**src/rtl/class_argmax_sequencer_if.sv**
```systemverilog
// class_argmax_sequencer_if: pipeline control and prediction signals of the argmax sequencer
interface class_argmax_sequencer_if #(parameter int INT_SIZE = 32, parameter int CLASS_W = 4);
  logic start, pipe_done, pipe_rst, busy, pred_valid;
  logic signed [INT_SIZE-1:0] class_sum_th, pred_sum;
  logic [CLASS_W-1:0] class_sel, pred_class;
  modport master(output start, pipe_done, class_sum_th, input pipe_rst, class_sel, busy, pred_valid, pred_class, pred_sum);
  modport slave(input start, pipe_done, class_sum_th, output pipe_rst, class_sel, busy, pred_valid, pred_class, pred_sum);
endinterface

```
**src/rtl/class_argmax_sequencer.sv**
```systemverilog
// class_argmax_sequencer: runs the inference pipeline once per class and reports the signed argmax
module class_argmax_sequencer #(
  parameter int NUM_CLASSES = 10,
  parameter int INT_SIZE = 32,
  parameter int CLASS_W = 4,
  parameter int RST_CYCLES = 2
) (
  input logic clk,
  input logic rst_flag,
  class_argmax_sequencer_if.slave io
);
  localparam int CNT_W = RST_CYCLES > 1 ? $clog2(RST_CYCLES) : 1;
  typedef enum logic [1:0] {IDLE, LAUNCH, RUN, FINISH} state_t;
  state_t state_q, state_d;
  logic [CNT_W-1:0] cnt_q, cnt_d;
  logic [CLASS_W-1:0] sel_q, sel_d, best_idx_q, best_idx_d, pred_class_q, pred_class_d;
  logic signed [INT_SIZE-1:0] best_sum_q, best_sum_d, pred_sum_q, pred_sum_d;
  logic done_q, pipe_rst_q, pipe_rst_d, busy_q, busy_d, pred_valid_q, pred_valid_d;
  logic acc, upd, last;
  always_comb begin
    acc = state_q == RUN && io.pipe_done && !done_q;
    upd = acc && (sel_q == '0 || io.class_sum_th > best_sum_q);
    last = sel_q == CLASS_W'(NUM_CLASSES - 1);
    best_sum_d = upd ? io.class_sum_th : best_sum_q;
    best_idx_d = upd ? sel_q : best_idx_q;
    state_d = state_q;
    cnt_d = cnt_q + 1'b1;
    sel_d = sel_q;
    pred_class_d = pred_class_q;
    pred_sum_d = pred_sum_q;
    if (state_q == IDLE && io.start) begin
      state_d = LAUNCH;
      sel_d = '0;
      cnt_d = '0;
    end
    if (state_q == LAUNCH && cnt_q == CNT_W'(RST_CYCLES - 1)) state_d = RUN;
    // the winner including this cycle's capture is published as FINISH is entered
    if (acc && last) begin
      state_d = FINISH;
      pred_class_d = best_idx_d;
      pred_sum_d = best_sum_d;
    end
    if (acc && !last) begin
      state_d = LAUNCH;
      sel_d = sel_q + 1'b1;
      cnt_d = '0;
    end
    if (state_q == FINISH) state_d = IDLE;
    pipe_rst_d = state_d != RUN;
    busy_d = state_d != IDLE;
    pred_valid_d = state_d == FINISH;
  end
  always_ff @(posedge clk or negedge rst_flag) begin
    if (!rst_flag) begin
      state_q <= IDLE;
      cnt_q <= '0;
      sel_q <= '0;
      best_idx_q <= '0;
      best_sum_q <= '0;
      pred_class_q <= '0;
      pred_sum_q <= '0;
      done_q <= 1'b0;
      pipe_rst_q <= 1'b1;
      busy_q <= 1'b0;
      pred_valid_q <= 1'b0;
    end else begin
      state_q <= state_d;
      cnt_q <= cnt_d;
      sel_q <= sel_d;
      best_idx_q <= best_idx_d;
      best_sum_q <= best_sum_d;
      pred_class_q <= pred_class_d;
      pred_sum_q <= pred_sum_d;
      done_q <= io.pipe_done;
      pipe_rst_q <= pipe_rst_d;
      busy_q <= busy_d;
      pred_valid_q <= pred_valid_d;
    end
  end
  assign io.pipe_rst = pipe_rst_q;
  assign io.class_sel = sel_q;
  assign io.busy = busy_q;
  assign io.pred_valid = pred_valid_q;
  assign io.pred_class = pred_class_q;
  assign io.pred_sum = pred_sum_q;
endmodule

```
**src/flat_wrapper.sv**
```systemverilog
// flat-port wrapper written by rule: the top's interface ports become plain ports
module class_argmax_sequencer_flat 
#(
  parameter int NUM_CLASSES = 10,
  parameter int INT_SIZE = 32,
  parameter int CLASS_W = 4,
  parameter int RST_CYCLES = 2
)
  (clk, rst_flag, io_start, io_pipe_done, io_class_sum_th, io_pipe_rst, io_class_sel, io_busy, io_pred_valid, io_pred_class, io_pred_sum);
  class_argmax_sequencer_if #(.INT_SIZE(INT_SIZE), .CLASS_W(CLASS_W)) io_i ();
  input logic clk;
  input logic rst_flag;
  input wire logic [$bits(io_i.start)-1:0] io_start;
  input wire logic [$bits(io_i.pipe_done)-1:0] io_pipe_done;
  input wire logic [$bits(io_i.class_sum_th)-1:0] io_class_sum_th;
  output wire logic [$bits(io_i.pipe_rst)-1:0] io_pipe_rst;
  output wire logic [$bits(io_i.class_sel)-1:0] io_class_sel;
  output wire logic [$bits(io_i.busy)-1:0] io_busy;
  output wire logic [$bits(io_i.pred_valid)-1:0] io_pred_valid;
  output wire logic [$bits(io_i.pred_class)-1:0] io_pred_class;
  output wire logic [$bits(io_i.pred_sum)-1:0] io_pred_sum;
  assign io_i.start = io_start;
  assign io_i.pipe_done = io_pipe_done;
  assign io_i.class_sum_th = io_class_sum_th;
  assign io_pipe_rst = io_i.pipe_rst;
  assign io_class_sel = io_i.class_sel;
  assign io_busy = io_i.busy;
  assign io_pred_valid = io_i.pred_valid;
  assign io_pred_class = io_i.pred_class;
  assign io_pred_sum = io_i.pred_sum;
  class_argmax_sequencer #(.NUM_CLASSES(NUM_CLASSES), .INT_SIZE(INT_SIZE), .CLASS_W(CLASS_W), .RST_CYCLES(RST_CYCLES)) u_core (.clk(clk), .rst_flag(rst_flag), .io(io_i));
endmodule
```
**config.mk**
```make
export PLATFORM = sky130hd
export DESIGN_NAME = class_argmax_sequencer_flat
export DESIGN_NICKNAME = d
export VERILOG_FILES = /design/src/rtl/class_argmax_sequencer_if.sv /design/src/rtl/class_argmax_sequencer.sv /design/src/flat_wrapper.sv
export SDC_FILE = /design/constraint.sdc
export NUM_CORES = 1
export LEC_CHECK = 0
export BUFFER_PORTS_ARGS = -buffer_cell sky130_fd_sc_hd__buf_2
export CORE_ASPECT_RATIO = 1.5
export CORE_MARGIN = 3
export CORE_UTILIZATION = 56
export DETAILED_ROUTE_END_ITERATION = 8
export GPL_ROUTABILITY_DRIVEN = 0
export PLACE_DENSITY = 0.8
export SYNTH_ARGS = -nofsm -noshare
export SYNTH_HDL_FRONTEND = slang
export SYNTH_SLANG_ARGS = --single-unit
```
**constraint.sdc**
```tcl
create_clock -name clk -period 2.7 [get_ports clk]
set_input_delay 0.135 -clock clk [delete_from_list [all_inputs] [get_ports clk]]
set_output_delay 0.135 -clock clk [all_outputs]
set_load 0.03 [all_outputs]
```
==> run summary <==
Final Power -> 4.24 mW
WP data arrival -> 2850 ps
H-tree levels -> 3
multi-input logic area -> 2150 sq um
ys flop type -> dfrtp_1
cell family with most CP delay -> simple AND/OR/NAND/NOR gates
Crit. End Element -> flop
met1 WL -> 4.09 mm
layout cells sized above 1 -> 0.335
largest net degree at the start of global routing -> 84
remaining antenna violation count -> 0
routed wl met2 -> 5.41 mm
Max Cap Viol -> 0
RR Endpoint -> u_core.io.pred_sum[27]
most frequent cells in the layout -> dfrtp_1 (82), buf_2 (77), nand2_1 (44)
unrepaired setup endpoints after global routing -> yes
Post-Place Cells -> 611
Min-Delay Path Depth -> 3
crit-path cells -> inv_1 > ha_1 > nand4_1 > or3_1 > a21oi_1 > or4b_4 > a32o_2 > buf_6 > o21ai_1 > a31oi_1
final hold violation count -> 0
ANT cells -> 0
vias per cell -> 5.73
Slew headroom -> 0.320
clk_skew -> 7.81 ps
Highest Signal Layer -> met4
fin crit period -> 2620 ps
Async SR Flop Fraction -> 1.00
area grow syn2layout -> 21.4%
Synth Register Bits -> 83
pre-CTS WS -> 2.02 ps
setup TNS -> 0 ps
Startpoint Class -> flop
final wirelength -> 10.2 mm
fmax -> 0.382 GHz
met3 routed WL -> 378 um
IR drop worst, VDD -> 484 uV
Max clock buf depth -> 2
drt drc -> 0
Netlist cell types -> 43
Die H -> 114 um
commonest non-fill, non-tap cell in the layout -> dfrtp_1
Cell Area, Synth -> 4360 sq um
Reg area -> 2080 sq um
Port Buffers -> 78
Setup violations, final -> 0
first-pass GRT wire length -> 16.7 mm
FF-to-FF path depth -> 10
global route overflow -> 0
CTS Sinks -> 83
PnR worst setup slack -> 80.8 ps
Synth Net Count -> 514
Critical Path RT -> 2940 ps
Die X-Extent -> 78.1 um
Starting DRT DRC Count -> 226
synthesized area per cell -> 9.85 sq um
Synth Instances -> 443
DRT Pass-1 Iters -> 5
clk root buf -> clkbuf_8
worst skew pair latency -> 360 ps
Leak Pwr -> 2.75 nW
Die ar. -> 8910 sq um
hold path start -> io_class_sum_th[7]
critical path class -> reg2reg
Critical path buffers and inverters -> 2
Max stage delay on crit path -> 570 ps
Post-synth EDFFs -> 0
layout net count -> 597
R2R Path Start -> u_core.best_sum_q[15]
final slew viol count -> 0
Reg2Reg Setup Slack -> 80 ps
CP max-delay cell -> or4b_4
Worst Tran Pin Value -> 1020 ps
sequential share of the synthesized area -> 0.476
Core ar. -> 7420 sq um
CTS tree -> done
vias in the first global route -> 3728
wire length per cell -> 16.1 um
row count -> 38
GRT Util Overall -> 0.234
Finished Layout Cells -> 631
Critical Path Fanout Max -> 15
initial antenna violation count -> 0
hpwl dp -> 6.93 mm
fin crit share -> 0.970
Worst-path clk slew -> 80 ps
starting density of the core -> 0.588
worst hold path type -> in2reg
Cell Pwr Density -> 800 nW/um^2
FILL cells -> 555
status -> finished, final reports clean
Ports -> 79
YS warnings -> 0
DR vias -> 3616
Hold Path Sink -> u_core.best_sum_q[7]
CTS Buf Count -> 9
==> worst min-delay path: stages <==
cell and delay, ps:
buf_2 100, o21ai_2 60, nand2_1 60
==> state kept, by name, summed over array words and instances (netlist names) <==
register / cells
u_core.best_idx_q: 4
u_core.best_sum_q: 32
u_core.cnt_q: 1
u_core.done_q: 1
u_core.io.busy: 1
u_core.io.class_sel: 4
u_core.io.pipe_rst: 1
u_core.io.pred_class: 4
u_core.io.pred_sum: 32
u_core.io.pred_valid: 1
u_core.state_q: 2
==> where the power goes <==
group          switching (mW)  total (mW)  internal [mW]  leakage [nW]
combinational           0.916        1.50          0.583          1.54
sequential              0.210        1.74           1.53          1.10
clock                   0.434        1.00          0.567         0.119
total                    1.56        4.24           2.68          2.75
==> cells by family (layout without fill, tap and decap cells) <==
group           count (synthesis)  after routing  synth area share
simple gates                  158            158             0.210
compound gates                109            109             0.151
flops                          83             83             0.476
buf+inv                        57            145            0.0599
fa+ha+maj                      35             35             0.100
mux                             1              1           0.00258
==> final cells by class <==
type / count / share of cell area
multi-input cells: 303 / 0.406
flip-flops and latches: 83 / 0.392
repair buffers: 92 / 0.109
clock buffers: 11 / 0.0286
inverters: 37 / 0.0262
well taps: 100 / 0.0236
clock inverters: 5 / 0.0142
==> stage by stage <==
stage	cell area, sq um	utilization	hold slack (ps)
after floorplan	4360	-	-161
after global placement	4890	0.660	271
after detailed placement	4890	0.660	269
after CTS	5150	0.694	27.8
after global routing	5300	0.714	27.8
final	5300	0.714	25.1
==> how the worst max path moves through the flow <==
stage | start | cells after the start | to
after detailed placement | u_core.best_sum_q[14] | 10 | u_core.io.pred_sum[30]
after floorplan | u_core.best_sum_q[14] | 9 | u_core.best_idx_q[2]
after global routing | u_core.best_sum_q[13] | 10 | u_core.io.pred_sum[31]
final | u_core.best_sum_q[15] | 10 | u_core.io.pred_sum[27]
after global placement | u_core.best_sum_q[14] | 10 | u_core.io.pred_sum[17]
after CTS | u_core.best_sum_q[13] | 10 | u_core.io.pred_sum[30]
==> what timing repair did <==
item	in CTS	in global routing
setup endpoints to repair	4	58
pin swaps	0	4
setup buffers	0	1
resized for setup	1	33
gates cloned	0	1
hold buffers	2	0
hold endpoints to repair	83	0
==> cell usage after synthesis (2+ instances only) <==
library cell | number | share of area
a211oi_1 | 2 | 0.0034
a21o_1 | 4 | 0.0069
a21oi_1 | 19 | 0.022
a31oi_1 | 34 | 0.049
and3_1 | 2 | 0.0029
buf_2 | 5 | 0.0057
buf_8 | 3 | 0.010
clkbuf_1 | 10 | 0.0086
clkbuf_4 | 2 | 0.0034
dfrtp_1 | 82 | 0.47
ha_1 | 35 | 0.10
inv_1 | 37 | 0.032
nand2_1 | 44 | 0.038
nand2b_1 | 3 | 0.0043
nand3_1 | 15 | 0.017
nand3_2 | 28 | 0.064
nand4_1 | 6 | 0.0086
nand4_2 | 2 | 0.0057
nor2_1 | 44 | 0.038
nor2b_1 | 2 | 0.0029
nor3_1 | 3 | 0.0034
o21ai_0 | 11 | 0.013
o21ai_1 | 30 | 0.034
==> layer usage <==
metal	vias to the layer above	GRT usage
met3	23	0.0409
met4	0	0.100
met2	84	0.415
met1	1782	0.278
li1	1727	-
met5	-	0
Power figures use the tool's default switching activity.
